$ cat config.mk
export PLATFORM = sky130hd
export DESIGN_NAME = sram_req_arbiter
export DESIGN_NICKNAME = d
export VERILOG_FILES = /design/src/rtl/sram_req_arbiter_pkg.sv /design/src/rtl/sram_req_arbiter_tag_fifo.sv /design/src/rtl/sram_req_arbiter.sv
export SDC_FILE = /design/constraint.sdc
export NUM_CORES = 1
export LEC_CHECK = 0
export CORE_AREA = 3 3 123 125
export CTS_CLUSTER_SIZE = 24
export DETAILED_ROUTE_END_ITERATION = 10
export DIE_AREA = 0 0 126 128
export SLEW_MARGIN = 25
export SYNTH_ARGS = -nofsm -noshare
export SYNTH_HDL_FRONTEND = slang
export SYNTH_HIERARCHICAL = 1
export SYNTH_SLANG_ARGS = --single-unit
$ cat constraint.sdc
create_clock -name clk -period 2.8 [get_ports clk]
set_clock_uncertainty 0.1 [all_clocks]
set_input_delay 0.28 -clock clk [delete_from_list [all_inputs] [get_ports clk]]
set_output_delay 0.28 -clock clk [all_outputs]
set_load 0.01 [all_outputs]
$ cat src/rtl/sram_req_arbiter_pkg.sv
// Shared encodings for the sram-like request arbiter.
package sram_req_arbiter_pkg;

  localparam logic [1:0] MEM_SIZE_BYTE = 2'd0;
  localparam logic [1:0] MEM_SIZE_HALF = 2'd1;
  localparam logic [1:0] MEM_SIZE_WORD = 2'd2;

  // Originator tag stored per accepted request.
  localparam logic TAG_INST = 1'b0;
  localparam logic TAG_DATA = 1'b1;

  typedef enum logic [1:0] {
    StIdle  = 2'd0,
    StLockI = 2'd1,
    StLockD = 2'd2
  } arb_state_e;

endpackage

$ cat src/rtl/sram_req_arbiter_tag_fifo.sv
// In-order 1-bit tag FIFO: remembers who owns each outstanding request.
module sram_req_arbiter_tag_fifo #(
  parameter int unsigned Depth = 2,
  localparam int unsigned PtrW = (Depth > 1) ? $clog2(Depth) : 1,
  localparam int unsigned CntW = $clog2(Depth) + 1
) (
  input  logic            clk,
  input  logic            rstn,
  input  logic            push,
  input  logic            push_tag,
  input  logic            pop,
  output logic            pop_tag,
  output logic            empty,
  output logic [CntW-1:0] count
);

  logic [Depth-1:0] mem_q;
  logic [PtrW-1:0]  wr_ptr_q, rd_ptr_q;
  logic [CntW-1:0]  count_q, count_d;
  logic             push_en, pop_en, full;

  assign full    = (count_q == CntW'(Depth));
  assign empty   = (count_q == '0);
  assign count   = count_q;
  assign push_en = push && !full;
  assign pop_en  = pop && !empty;
  assign pop_tag = mem_q[rd_ptr_q];

  // Occupancy: simultaneous push and pop leave the count unchanged.
  always_comb begin
    count_d = count_q;
    if (push_en && !pop_en) begin
      count_d = count_q + CntW'(1);
    end else if (!push_en && pop_en) begin
      count_d = count_q - CntW'(1);
    end
  end

  // Storage and pointers; a single-entry FIFO keeps its pointers at zero.
  always_ff @(posedge clk) begin
    if (!rstn) begin
      mem_q    <= '0;
      wr_ptr_q <= '0;
      rd_ptr_q <= '0;
      count_q  <= '0;
    end else begin
      count_q <= count_d;
      if (push_en) begin
        mem_q[wr_ptr_q] <= push_tag;
        wr_ptr_q        <= (Depth == 1) ? '0 : wr_ptr_q + PtrW'(1);
      end
      if (pop_en) begin
        rd_ptr_q <= (Depth == 1) ? '0 : rd_ptr_q + PtrW'(1);
      end
    end
  end

endmodule

$ cat src/rtl/sram_req_arbiter.sv
// Shares one sram-like port between fetch (inst) and execute (data) requesters.
module sram_req_arbiter
  import sram_req_arbiter_pkg::*;
#(
  parameter int unsigned OUTSTANDING  = 2,
  parameter int unsigned STARVE_LIMIT = 4
) (
  input  logic        clk,
  input  logic        rstn,
  input  logic        inst_req,
  input  logic        inst_wr,
  input  logic [1:0]  inst_size,
  input  logic [3:0]  inst_wstrb,
  input  logic [31:0] inst_addr,
  input  logic [31:0] inst_wdata,
  output logic        inst_addr_ok,
  output logic        inst_data_ok,
  output logic [31:0] inst_rdata,
  input  logic        data_req,
  input  logic        data_wr,
  input  logic [1:0]  data_size,
  input  logic [3:0]  data_wstrb,
  input  logic [31:0] data_addr,
  input  logic [31:0] data_wdata,
  output logic        data_addr_ok,
  output logic        data_data_ok,
  output logic [31:0] data_rdata,
  output logic        mem_req,
  output logic        mem_wr,
  output logic [1:0]  mem_size,
  output logic [3:0]  mem_wstrb,
  output logic [31:0] mem_addr,
  output logic [31:0] mem_wdata,
  input  logic        mem_addr_ok,
  input  logic        mem_data_ok,
  input  logic [31:0] mem_rdata
);

  localparam int unsigned CntW    = $clog2(OUTSTANDING) + 1;
  localparam int unsigned StarveW = $clog2(STARVE_LIMIT + 1);

  arb_state_e         state_q, state_d;
  logic [StarveW-1:0] starve_q, starve_d;
  logic               starve_full, can_grant;
  logic               gnt_valid, gnt_tag;
  logic               push, pop, head_tag, tag_empty;
  logic [CntW-1:0]    tag_count;

  // Registered count only: a same-cycle pop never frees a slot for a grant.
  assign can_grant   = (tag_count < CntW'(OUTSTANDING));
  assign starve_full = (starve_q == StarveW'(STARVE_LIMIT));
  assign push        = gnt_valid && mem_addr_ok;
  assign pop         = mem_data_ok && !tag_empty;

  // Grant selection and lock FSM: grant is held stable until mem_addr_ok.
  always_comb begin
    state_d   = state_q;
    gnt_valid = 1'b0;
    gnt_tag   = TAG_DATA;
    unique case (state_q)
      StIdle: begin
        if (can_grant && (inst_req || data_req)) begin
          gnt_valid = 1'b1;
          gnt_tag   = (data_req && !(inst_req && starve_full)) ? TAG_DATA : TAG_INST;
          if (!mem_addr_ok) begin
            state_d = (gnt_tag == TAG_DATA) ? StLockD : StLockI;
          end
        end
      end
      StLockI: begin
        // Held even if inst drops its request.
        gnt_valid = 1'b1;
        gnt_tag   = TAG_INST;
        if (mem_addr_ok) state_d = StIdle;
      end
      StLockD: begin
        gnt_valid = 1'b1;
        gnt_tag   = TAG_DATA;
        if (mem_addr_ok) state_d = StIdle;
      end
      default: state_d = StIdle;
    endcase
  end

  // Downstream request mux and per-requester handshakes.
  always_comb begin
    mem_req      = gnt_valid;
    mem_wr       = data_wr;
    mem_size     = data_size;
    mem_wstrb    = data_wstrb;
    mem_addr     = data_addr;
    mem_wdata    = data_wdata;
    if (gnt_tag == TAG_INST) begin
      mem_wr    = inst_wr;
      mem_size  = inst_size;
      mem_wstrb = inst_wstrb;
      mem_addr  = inst_addr;
      mem_wdata = inst_wdata;
    end
    inst_addr_ok = push && (gnt_tag == TAG_INST);
    data_addr_ok = push && (gnt_tag == TAG_DATA);
    inst_data_ok = pop && (head_tag == TAG_INST);
    data_data_ok = pop && (head_tag == TAG_DATA);
    inst_rdata   = mem_rdata;
    data_rdata   = mem_rdata;
  end

  // Starvation counter: data acceptances while inst waits; cleared by an inst acceptance.
  always_comb begin
    starve_d = starve_q;
    if (push) begin
      if (gnt_tag == TAG_INST) begin
        starve_d = '0;
      end else if (inst_req && !starve_full) begin
        starve_d = starve_q + StarveW'(1);
      end
    end
  end

  // State registers.
  always_ff @(posedge clk) begin
    if (!rstn) begin
      state_q  <= StIdle;
      starve_q <= '0;
    end else begin
      state_q  <= state_d;
      starve_q <= starve_d;
    end
  end

  sram_req_arbiter_tag_fifo #(
    .Depth(OUTSTANDING)
  ) u_fifo (
    .clk     (clk),
    .rstn    (rstn),
    .push    (push),
    .push_tag(gnt_tag),
    .pop     (pop),
    .pop_tag (head_tag),
    .empty   (tag_empty),
    .count   (tag_count)
  );

endmodule

# [Word level (Yosys, flattened, before mapping)]
# Cells that the tools add are included.
[word_totals] output_inout_bits=140 inputBits=180 reg_bits=11 word_cells=77
[op_classes] magnitude_cmp=4 reduce_logical=28 n_bitwise=2 mux=24 addsub=5 eq_ne=8
[ops] cell="two-way mux 32 bit" n=2
[ops] cell="logical AND 1 bit" n=15
[ops] cell="two-way mux 2 bit" n=7
[ops] cell="two-way mux 1 bit" n=7
[ops] cell="zero test 1 bit" n=6
[ops] cell="two-way mux 3 bit" n=2
[ops] cell="equality test 2 bit (second input constant)" n=2
[ops] cell="zero test 2 bit" n=2
[ops] cell="< comparator 1 x 2 -> 1 bit (second input constant)" n=2
[ops] cell="two-way mux 4 bit" n=1
[ops] cell="inequality test 2 x 1 -> 1 bit (second input constant)" n=2
[ops] cell="inequality test 2 bit (second input constant)" n=2
[ops] cell="one-hot mux 1 bit (2 select lines)" n=2
[ops] cell="one-hot mux 2 bit (2 select lines)" n=1
[ops] cell="adder 3 x 1 -> 3 bit (second input constant)" n=1
[ops] cell="equality test 3 bit (second input constant)" n=1
[ops] cell="AND reduction 3 bit" n=1
[ops] cell="adder 1 bit (second input constant)" n=2
[ops] cell="adder 2 x 1 -> 2 bit (second input constant)" n=1
[ops] cell="bitwise mux 2 bit" n=1
[ops] cell="equality test 2 x 1 -> 1 bit (second input constant)" n=1
[ops] cell="< comparator 2 bit (second input constant)" n=1
[ops] cell="inverter 1 bit" n=2
[ops] cell="AND reduction 2 bit" n=1
[ops] cell="6 further kinds" n=6

# [Depth between registers and ports, before layout]
# Gate-level depths: netlist of run 1.
[logic_depth] word_depth=10 depth_mapped=12 depth_no_buf=12

# [Cells and area by module]
# Netlist of run 1, hierarchy kept.
[by_module_without_submodules] module="sram_req_arbiter" area_each_um2=1826.8 cells_per_inst=352 n_inst=1 seq_area_each_um2=100.1
[by_module_without_submodules] module="sram_req_arbiter_tag_fifo" area_each_um2=282.8 cells_per_inst=31 n_inst=1 seq_area_each_um2=120.1

# [Worst setup path before layout of run 1]
# Ideal clock, no wire load.
[synth_timing] path_kind="register -> register" start="register state_q[0]" end="register u_fifo.count_q[1], in the netlist u_fifo/count[1]" t_required_ns=2.630 setup_time_ns=0.070 slack_ns=0.672 arrival_time_ns=1.959 path_buffers=0 synth_period_minus_slack_ns=2.128 path_stages_with_launch=12 path_cell_list="dfxtp_1 -> inv_1 -> ha_1 -> nand2b_1 -> o21bai_1 -> nand2_1 -> inv_1 -> inv_1 -> nor2_1 -> ha_1 -> or3_1 -> a21oi_1"
[synth_between] elab_chain_cells=8 elab_cells_between_ends=12 classes_between="eq/ne: 2; mux: 2; reduce/logical: 8"
[synth_rtl] item="start: declaration" line_no="sram_req_arbiter.sv:42" rtl="arb_state_e state_q, state_d;"
[synth_rtl] item="start signal: assignment" line_no="sram_req_arbiter.sv:123" rtl="state_q <= StIdle;"
[synth_rtl] item="start signal: assignment" line_no="sram_req_arbiter.sv:126" rtl="state_q <= state_d;"
[synth_rtl] item="equality test 2 bit / equality test 2 x 1 -> 1 bit (equally long branches)" line_no="sram_req_arbiter.sv:60" rtl="unique case (state_q)"
[synth_rtl] item="OR reduction 2 bit (no line)"
[synth_rtl] item="one-hot mux 1 bit (2 select lines) *" line_no="sram_req_arbiter.sv:60"
[synth_rtl] item="logical AND 1 bit *" line_no="sram_req_arbiter.sv:52" rtl="assign push = gnt_valid && mem_addr_ok;"
[synth_rtl] item="net push" line_no="sram_req_arbiter.sv:46" rtl="logic push, pop, head_tag, tag_empty;"
[synth_rtl] item="logical AND 1 bit *" line_no="sram_req_arbiter_tag_fifo.sv:25" rtl="assign push_en = push && !full;"
[synth_rtl] item="net u_fifo.push_en" line_no="sram_req_arbiter_tag_fifo.sv:20" rtl="logic push_en, pop_en, full;"
[synth_rtl] item="zero test 1 bit" line_no="sram_req_arbiter_tag_fifo.sv:34" rtl="end else if (!push_en && pop_en) begin"
[synth_rtl] item="logical AND 1 bit" line_no="sram_req_arbiter_tag_fifo.sv:34"
[synth_rtl] item="nonzero test 2 bit (no line)"
[synth_rtl] item="end signal: assignment" line_no="sram_req_arbiter_tag_fifo.sv:47" rtl="count_q <= count_d;"
[synth_rtl] item="end: declaration" line_no="sram_req_arbiter_tag_fifo.sv:19" rtl="logic [CntW-1:0] count_q, count_d;"
# The timed path passes the listed nets; every way through them passes the cells marked *.
# A chain may end at the register's enable or synchronous reset.

# [Worst setup path after layout of run 1]
[layout_timing] start="register state_q[0]" end="output mem_wdata[13]"
[layout_between] elab_chain_cells=3 elab_cells_between_ends=4 classes_between="eq/ne: 1; mux: 2; reduce/logical: 1"
[layout_rtl] item="equality test 2 x 1 -> 1 bit / zero test 2 bit (equally long branches)" line_no="sram_req_arbiter.sv:60"
[layout_rtl] item="one-hot mux 1 bit (2 select lines) *" line_no="sram_req_arbiter.sv:60"
[layout_rtl] item="two-way mux 32 bit *" line_no="sram_req_arbiter.sv:93" rtl="if (gnt_tag == TAG_INST) begin"
[layout_rtl] item="end: declaration" line_no="sram_req_arbiter.sv:33" rtl="output logic [31:0] mem_wdata,"
# Every way passes the cells marked *; elsewhere a longest branch is shown, timed or not.

==> results of run 1 <==
-- worst min path at each step --
stage                          from         endpoint  slack [ns]  depth (start not counted)
floorplan                      rstn  u_fifo/mem_q[1]        0.33                          2
global placement    u_fifo/mem_q[0]  u_fifo/mem_q[0]        0.35                          2
detailed placement  u_fifo/mem_q[1]  u_fifo/mem_q[1]        0.36                          2
CTS                 u_fifo/mem_q[0]  u_fifo/mem_q[0]        0.37                          2
global route        u_fifo/mem_q[1]  u_fifo/mem_q[1]        0.38                          2
finish              u_fifo/mem_q[0]  u_fifo/mem_q[0]        0.37                          2
-- final cells by class --
type,instances,area [µm²],share of cell area [%]
sequential,11,220,5.14
timing repair buffer,234,2410,56.2
clock buffer,3,75.1,1.75
tap,180,225,5.26
multi-input combinational,282,1320,30.7
inverter,10,37.5,0.876
clock inverter,1,5.00,0.117
-- stage by stage --
| step | instances | total power [W] | setup WS, ns |
|---|---|---|---|
| CTS | 720 | 0.00230 | -0.0109 |
| floorplan | 383 | 0.00112 | 0.672 |
| detailed placement | 716 | 0.00200 | 0.00804 |
| global route | 721 | 0.00249 | -0.0242 |
| finish | 721 | 0.00231 | 0.123 |
| global placement | 716 | 0.00201 | 0.00394 |
-- flip-flops by register name (all words and copies together) (netlist names) --
signal,cells
starve_q,3
state_q,2
u_fifo/count,2
u_fifo/mem_q,2
u_fifo/rd_ptr_q,1
u_fifo/wr_ptr_q,1
-- synth_stat cells, types with 3 or more instances --
cell type	number	area share [%]
xor2_1	3	1.2
clkbuf_1	3	0.53
a21oi_1	5	1.2
nor2_1	8	1.4
nand2b_1	3	0.89
buf_4	71	25
nand2_1	221	39
dfxtp_1	11	10
inv_1	9	1.6
o21ai_0	6	1.4
ha_1	6	3.6
nor2b_1	3	0.89
buf_2	6	1.4
-- per-layer routing --
layer  vias to the layer above  global-route usage [%]
met5                         -                       0
met4                         0                    2.15
met3                        26                    4.54
met2                       163                    17.2
met1                      1143                    16.7
li1                       1433                       -
-- timing repair --
action / CTS / global route
resized for setup: 4 / 19
pin swaps: 0 / 1
gates cloned: 0 / 1
endpoints found under the setup margin: 3 / 68
-- cells in the final DEF, fill, tap and decap left out, drive strengths merged --
master,n
a211oi,1
a21boi,1
a21oi,5
a31o,1
a31oi,1
and2,1
and2b,1
buf,10
clkbuf,4
clkdlybuf4s50,210
clkinv,1
dfxtp,11
dlygate4sd2,2
dlymetal6s2s,11
ha,6
inv,10
mux2,1
mux2i,2
nand2,221
nand2b,3
nand3,2
nand3b,1
nand4,2
nand4bb,1
nor2,9
nor2b,4
o211ai,1
o21ai,6
o21ba,1
o21bai,1
o31a,1
o31ai,1
o32ai,2
or3,2
or4b,1
xor2,3
-- where the power goes --
part           total (W)  switching, W  internal [W]
registers       0.000229     0.0000330      0.000196
logic            0.00182      0.000834      0.000983
clock network   0.000263     0.0000735      0.000189
total            0.00231      0.000941       0.00137
-- cell families after synthesis --
family | after synthesis | synth area share [%]
buffers and inverters | 90 | 29.0
AND/OR/NAND/NOR | 248 | 47.2
AO/OA/AOI/OAI | 22 | 7.06
flip-flops | 11 | 10.4
multiplexers | 3 | 1.48
adder cells (fa/ha/maj) | 6 | 3.56
XOR/XNOR | 3 | 1.25
-- worst max-delay path: stages (launching register included) --
cell             delay (ns)
dfxtp_1                0.33
inv_1                  0.10
ha_4                   0.17
nand2b_4               0.08
o31ai_4                0.32
buf_8                  0.26
nand2_1                0.14
nand2_1                0.10
clkdlybuf4s50_1        0.54
==> reports/results.tsv, run 1 <==
stage	metric	value	unit
floorplan	fp.dieH	128	µm
floorplan	initial_utilization	15.1	%
cts	clkTransAtPathRegs	0.05	ns
floorplan	fp.dieW	126	µm
floorplan	core-area	0.0140	mm²
setup_path	critical_path.startpoint	state_q[0]	
timing	hold_viol	0	
cts	postCtsHoldBufs	0	
cts	cts_buffer_depth	2	
grt	gr-total-overflow	0	
floorplan	pin_count	320	
synthesis	syn_inst	383	
route	routed.top_layer	met4	
synthesis	synth_fp_nets	569	
synthesis	synth_top_flop_cell	dfxtp_1	
route	wl_per_cell	15.0	µm
cts	cts_root_buf	clkbuf_16	
synthesis	ys_warn_count	6	
floorplan	num_rows	43	
timing	slew_headroom	77.3	%
grt	grt_util_all_layers	11.8	%
timing	fin_tns_setup	0	ns
cts	tritoncts	done	
route	viasPerCell	3.83	
synthesis	yosysSeqAreaShare	10.4	%
synthesis	syn_area	0.00211	mm²
cts	post_cts_buffers	0	
timing	worst_slew_pin_slew	0.338	ns
setup_path	worstPathRequired	2.42	ns
timing	period_minus_slack	2.68	ns
route	dr_wl_met3	1130	µm
placed_design	io_buffer_count	223	
route	ant_nets	0	
cts	clock_latency	0.24	ns
route	drtPass1Iterations	4	
floorplan	die_area	0.0161	mm²
power_and_ir_drop	power_density	539	mW/mm²
setup_path	path_class	flip-flop to output port	
timing	max_freq	0.374	GHz
grt	antenna_found_initial	0	
power_and_ir_drop	leakagePower	2.04	nW
route	finalWirelength	10800	µm
synthesis	synth-async-reset-ratio	0	%
final_layout	final_layout_size_suffix_gt1_share	5.55	%
placed_design	hpwl	8860	µm
timing	setup_viol	0	
grt	grt_pass1_wl	15300	µm
setup_path	r2r-end	u_fifo/count[1]	
setup_path	critPathCaptureType	output port	
setup_path	cp.arrival	2.30	ns
placed_design	placedInstanceArea	0.00411	mm²
grt	grt_max_degree	40	
setup_path	r2r_setup_slack	0.45	ns
route	num_vias	2765	
route	m1WireLength	4930	µm
timing	slew_viol_final	0	
route	drt-initial-drc-count	124	
final_layout	nets	728	
synthesis	synth_edf_count	0	
final_layout	finalInstanceArea	0.00428	mm²
grt	first_global_vias	2616	
synthesis	avgSynthCellArea	5.51	µm²
final_layout	area_growth_syn_to_layout	103	%
placed_design	gp_congestion	0.787	
setup_path	crit_fanout	30	
route	met2WireLength	4570	µm
synthesis	ys_seq_elements	11	
timing	rsz0062_at_grt	true	
cts	numCtsBuffers	3	
setup_path	critPathLaunchType	flip-flop	
status	status	finished, final reports clean	
job	max-cap-violations	0	
synthesis	ys_types	37	
final_layout	n_antenna_cell	0	
timing	finalCritPeriodShare	95.6	%
worst_hold_path	hp-class	flip-flop to flip-flop	
setup_path	ff2ff_path_depth	11	
final_layout	fillers	1528	
setup_path	r2r_start	state_q[0]	
timing	hold_ws	0.366	ns
cts	clock_sinks	11	
route	drc	0	
power_and_ir_drop	ir_drop	0.364	mV
final_layout	fin_util	30.6	%
cts	cts_htree_levels	1	
setup_path	setup.worst_path.end	mem_wdata[13]	
No activity file was read; power rests on OpenSTA's default activity.
==> inputs of run 2 (changes only) <==
--- a/config.mk
+++ b/config.mk
@@ -5,10 +5,10 @@
 export SDC_FILE = /design/constraint.sdc
 export NUM_CORES = 1
 export LEC_CHECK = 0
-export CORE_AREA = 3 3 123 125
+export CORE_AREA = 3 3 124 126
 export CTS_CLUSTER_SIZE = 24
 export DETAILED_ROUTE_END_ITERATION = 10
-export DIE_AREA = 0 0 126 128
+export DIE_AREA = 0 0 127 129
 export SLEW_MARGIN = 25
 export SYNTH_ARGS = -nofsm -noshare
 export SYNTH_HDL_FRONTEND = slang
==> constraint.sdc (replaced) <==
create_clock -name clk -period 3.4 [get_ports clk]
set_clock_uncertainty 0.1 [all_clocks]
set_input_delay 0.34 -clock clk [delete_from_list [all_inputs] [get_ports clk]]
set_output_delay 0.34 -clock clk [all_outputs]
set_load 0.01 [all_outputs]
==> run 2 against run 1 <==
Clock power decreased by 18%. Combinational power decreased by 24%. Critical path depth decreased by 1. Non-clock buffer count decreased by 6. Global-route usage decreased by 1.5 points. Utilization decreased by 1.9 points. Critical path type is now input port to output port. Largest cell class unchanged. Largest power group unchanged.
==> reports/results.tsv, run 2 (synthesis gave the netlist of run 1 again) <==
stage	metric	value	unit	change
final_layout	area_growth_syn_to_layout	96.7	%	was 103%
timing	slew_headroom	73.3	%	was 77.3%
placed_design	hpwl	7690	µm	was 8860 µm
route	finalWirelength	9230	µm	was 10800 µm
setup_path	path_cells	clkdlybuf4s50_1 > inv_1 > o31ai_4 > buf_4 > nand2_1 > nand2_1 > clkdlybuf4s50_1		was inv_1 > ha_4 > nand2b_4 > o31ai_4 > buf_8 > nand2_1 > nand2_1 > clkdlybuf4s50_1
final_layout	fin_cells	719		was 721
final_layout	multiInputGateArea	0.00129	mm²	was 0.00132 mm²
cts	numCtsBuffers	3		unchanged
setup_path	critPathLaunchType	input port		was flip-flop
setup_path	ff2ff_path_depth	11		unchanged
grt	grt_max_degree	39		was 40
cts	clock_sinks	11		unchanged
job	max-cap-violations	0		unchanged
floorplan	fp.dieH	129	µm	was 128 µm
floorplan	num_rows	44		was 43
timing	slew_viol_final	0		unchanged
final_layout	final_layout_size_suffix_gt1_share	3.36	%	was 5.55%
setup_path	critical_path.startpoint	inst_req		was state_q[0]
timing	setup_viol	0		unchanged
final_layout	regArea	220	µm²	unchanged
floorplan	pin_count	320		unchanged
grt	antenna_found_initial	0		unchanged
final_layout	nets	722		was 728
timing	period_minus_slack	2.95	ns	
setup_path	path_class	input port to output port		was flip-flop to output port
route	num_vias	2717		was 2765
placed_design	place_inst	715		was 716
grt	grt_util_all_layers	10.3	%	was 11.8%
final_layout	registers.top_by_ff_count	starve_q		unchanged
cts	cts_root_buf	clkbuf_16		unchanged
timing	max_freq	0.339	GHz	
cts	tritoncts	done		unchanged
status	status	finished, final reports clean		unchanged
cts	clock_latency	0.24	ns	about the same
final_layout	layout_common_cells	clkdlybuf4s50_1, nand2_1, dfxtp_1, inv_1, nor2_1		was nand2_1, clkdlybuf4s50_1, dlymetal6s2s_1, dfxtp_1
timing	fin_tns_setup	0	ns	unchanged
final_layout	fillers	1571		was 1528
grt	gr-total-overflow	0		unchanged
setup_path	cp_slowest_stage_delay	0.54	ns	about the same
cts	cts_buffer_depth	2		unchanged
setup_path	cp_slowest_cell	clkdlybuf4s50_1		unchanged
setup_path	critPathCaptureType	output port		unchanged
route	viasPerCell	3.78		was 3.83
final_layout	largest_reg_flops	3		unchanged
timing	finalCritPeriodShare	86.7	%	
cts	postCtsHoldBufs	0		unchanged
floorplan	initial_utilization	14.6	%	was 15.1%
route	drc	0		unchanged
setup_path	r2r-end	u_fifo/count[1]		unchanged
placed_design	gp_congestion	0.745		was 0.787
cts	post_cts_buffers	0		unchanged
grt	grt_pass1_wl	13800	µm	was 15300 µm
route	wl_per_cell	12.8	µm	was 15.0 µm
power_and_ir_drop	power_density	432	mW/mm²	was 539 mW/mm²
route	drtPass1Iterations	4		unchanged
setup_path	r2r_setup_slack	0.96	ns	was 0.45 ns
setup_path	r2r_start	state_q[0]		unchanged
floorplan	core-area	0.0144	mm²	was 0.0140 mm²
worst_hold_path	hp-class	flip-flop to flip-flop		unchanged
route	drt-initial-drc-count	61		was 124
final_layout	final_common_cell	clkdlybuf4s50_1		was nand2_1
timing	hold_viol	0		unchanged
floorplan	fp.dieW	127	µm	was 126 µm
setup_path	setup.worst_path.end	mem_wdata[5]		was mem_wdata[13]
grt	first_global_vias	2608		was 2616
cts	clkTransAtPathRegs	0.04	ns	was 0.05 ns
timing	worst_slew_pin_slew	0.398	ns	was 0.338 ns
power_and_ir_drop	ir_drop	0.419	mV	was 0.364 mV
placed_design	io_buffer_count	223		unchanged
setup_path	worstPathRequired	2.96	ns	was 2.42 ns
cts	cts_htree_levels	1		unchanged
setup_path	cp.arrival	2.51	ns	was 2.30 ns
worst_hold_path	min_from	u_fifo/mem_q[0]		unchanged
timing	rsz0062_at_grt	false		was true
route	ant_nets	0		unchanged
setup_path	crit_fanout	35		was 30
cts	cts_resized	0		was 4
floorplan	die_area	0.0164	mm²	was 0.0161 mm²
final_layout	n_antenna_cell	0		unchanged
power_and_ir_drop	leakagePower	1.87	nW	was 2.04 nW
-- run 2: final cells by class --
type | instances | area share, %
flip-flops and latches | 11 | 5.31
clock buffers | 3 | 1.81
multi-input cells | 282 | 31.0
repair buffers | 228 | 55.3
clock inverters | 1 | 0.121
well taps | 184 | 5.55
inverters | 10 | 0.905
-- run 2: how the worst min path moves through the flow --
stage	depth (start not counted)	end	slack [ns]
2_1_floorplan	2	u_fifo/mem_q[1]	0.34
3_3_place_gp	2	u_fifo/mem_q[0]	0.35
3_5_place_dp	2	u_fifo/mem_q[0]	0.35
4_1_cts	2	u_fifo/mem_q[0]	0.37
5_1_grt	2	u_fifo/mem_q[1]	0.38
6_report	2	u_fifo/mem_q[0]	0.36
-- run 2: layer usage --
metal | global-route usage, % | share of wire [%] | vias up
met5 | 0 | 0 | -
met4 | 4.29 | 3.5 | 0
met3 | 3.99 | 11 | 29
met2 | 17.1 | 47 | 151
met1 | 12.0 | 39 | 1120
li1 | - | - | 1417
-- run 2: stage by stage --
| stage | worst slack [ns] | area [µm²] | utilization (%) | hold WS [ns] | total power, W |
|---|---|---|---|---|---|
| CTS | 0.462 | 4150 | 28.8 | 0.367 | 0.00183 |
| floorplan | 1.27 | 2110 | - | 0.335 | 0.000919 |
| finish | 0.453 | 4150 | 28.8 | 0.365 | 0.00179 |
| global route | 0.270 | 4150 | 28.8 | 0.384 | 0.00196 |
| detailed placement | 0.481 | 4070 | 28.2 | 0.351 | 0.00160 |
| global placement | 0.508 | 4070 | 28.2 | 0.351 | 0.00160 |
-- run 2: where the power goes --
part | total, W | leakage, nW | internal [W] | switching [W]
Combinational | 0.00138 | 1.74 | 0.000754 | 0.000629
Clock | 0.000215 | 0.0409 | 0.000156 | 0.0000592
Sequential | 0.000195 | 0.0899 | 0.000162 | 0.0000332
Total | 0.00179 | 1.87 | 0.00107 | 0.000721
-- run 2: worst max-delay path: cells and delay by family --
kind	cells	cell delay, ns
simple gates	2	0.20
compound gates	1	0.35
buf+inv	4	1.59
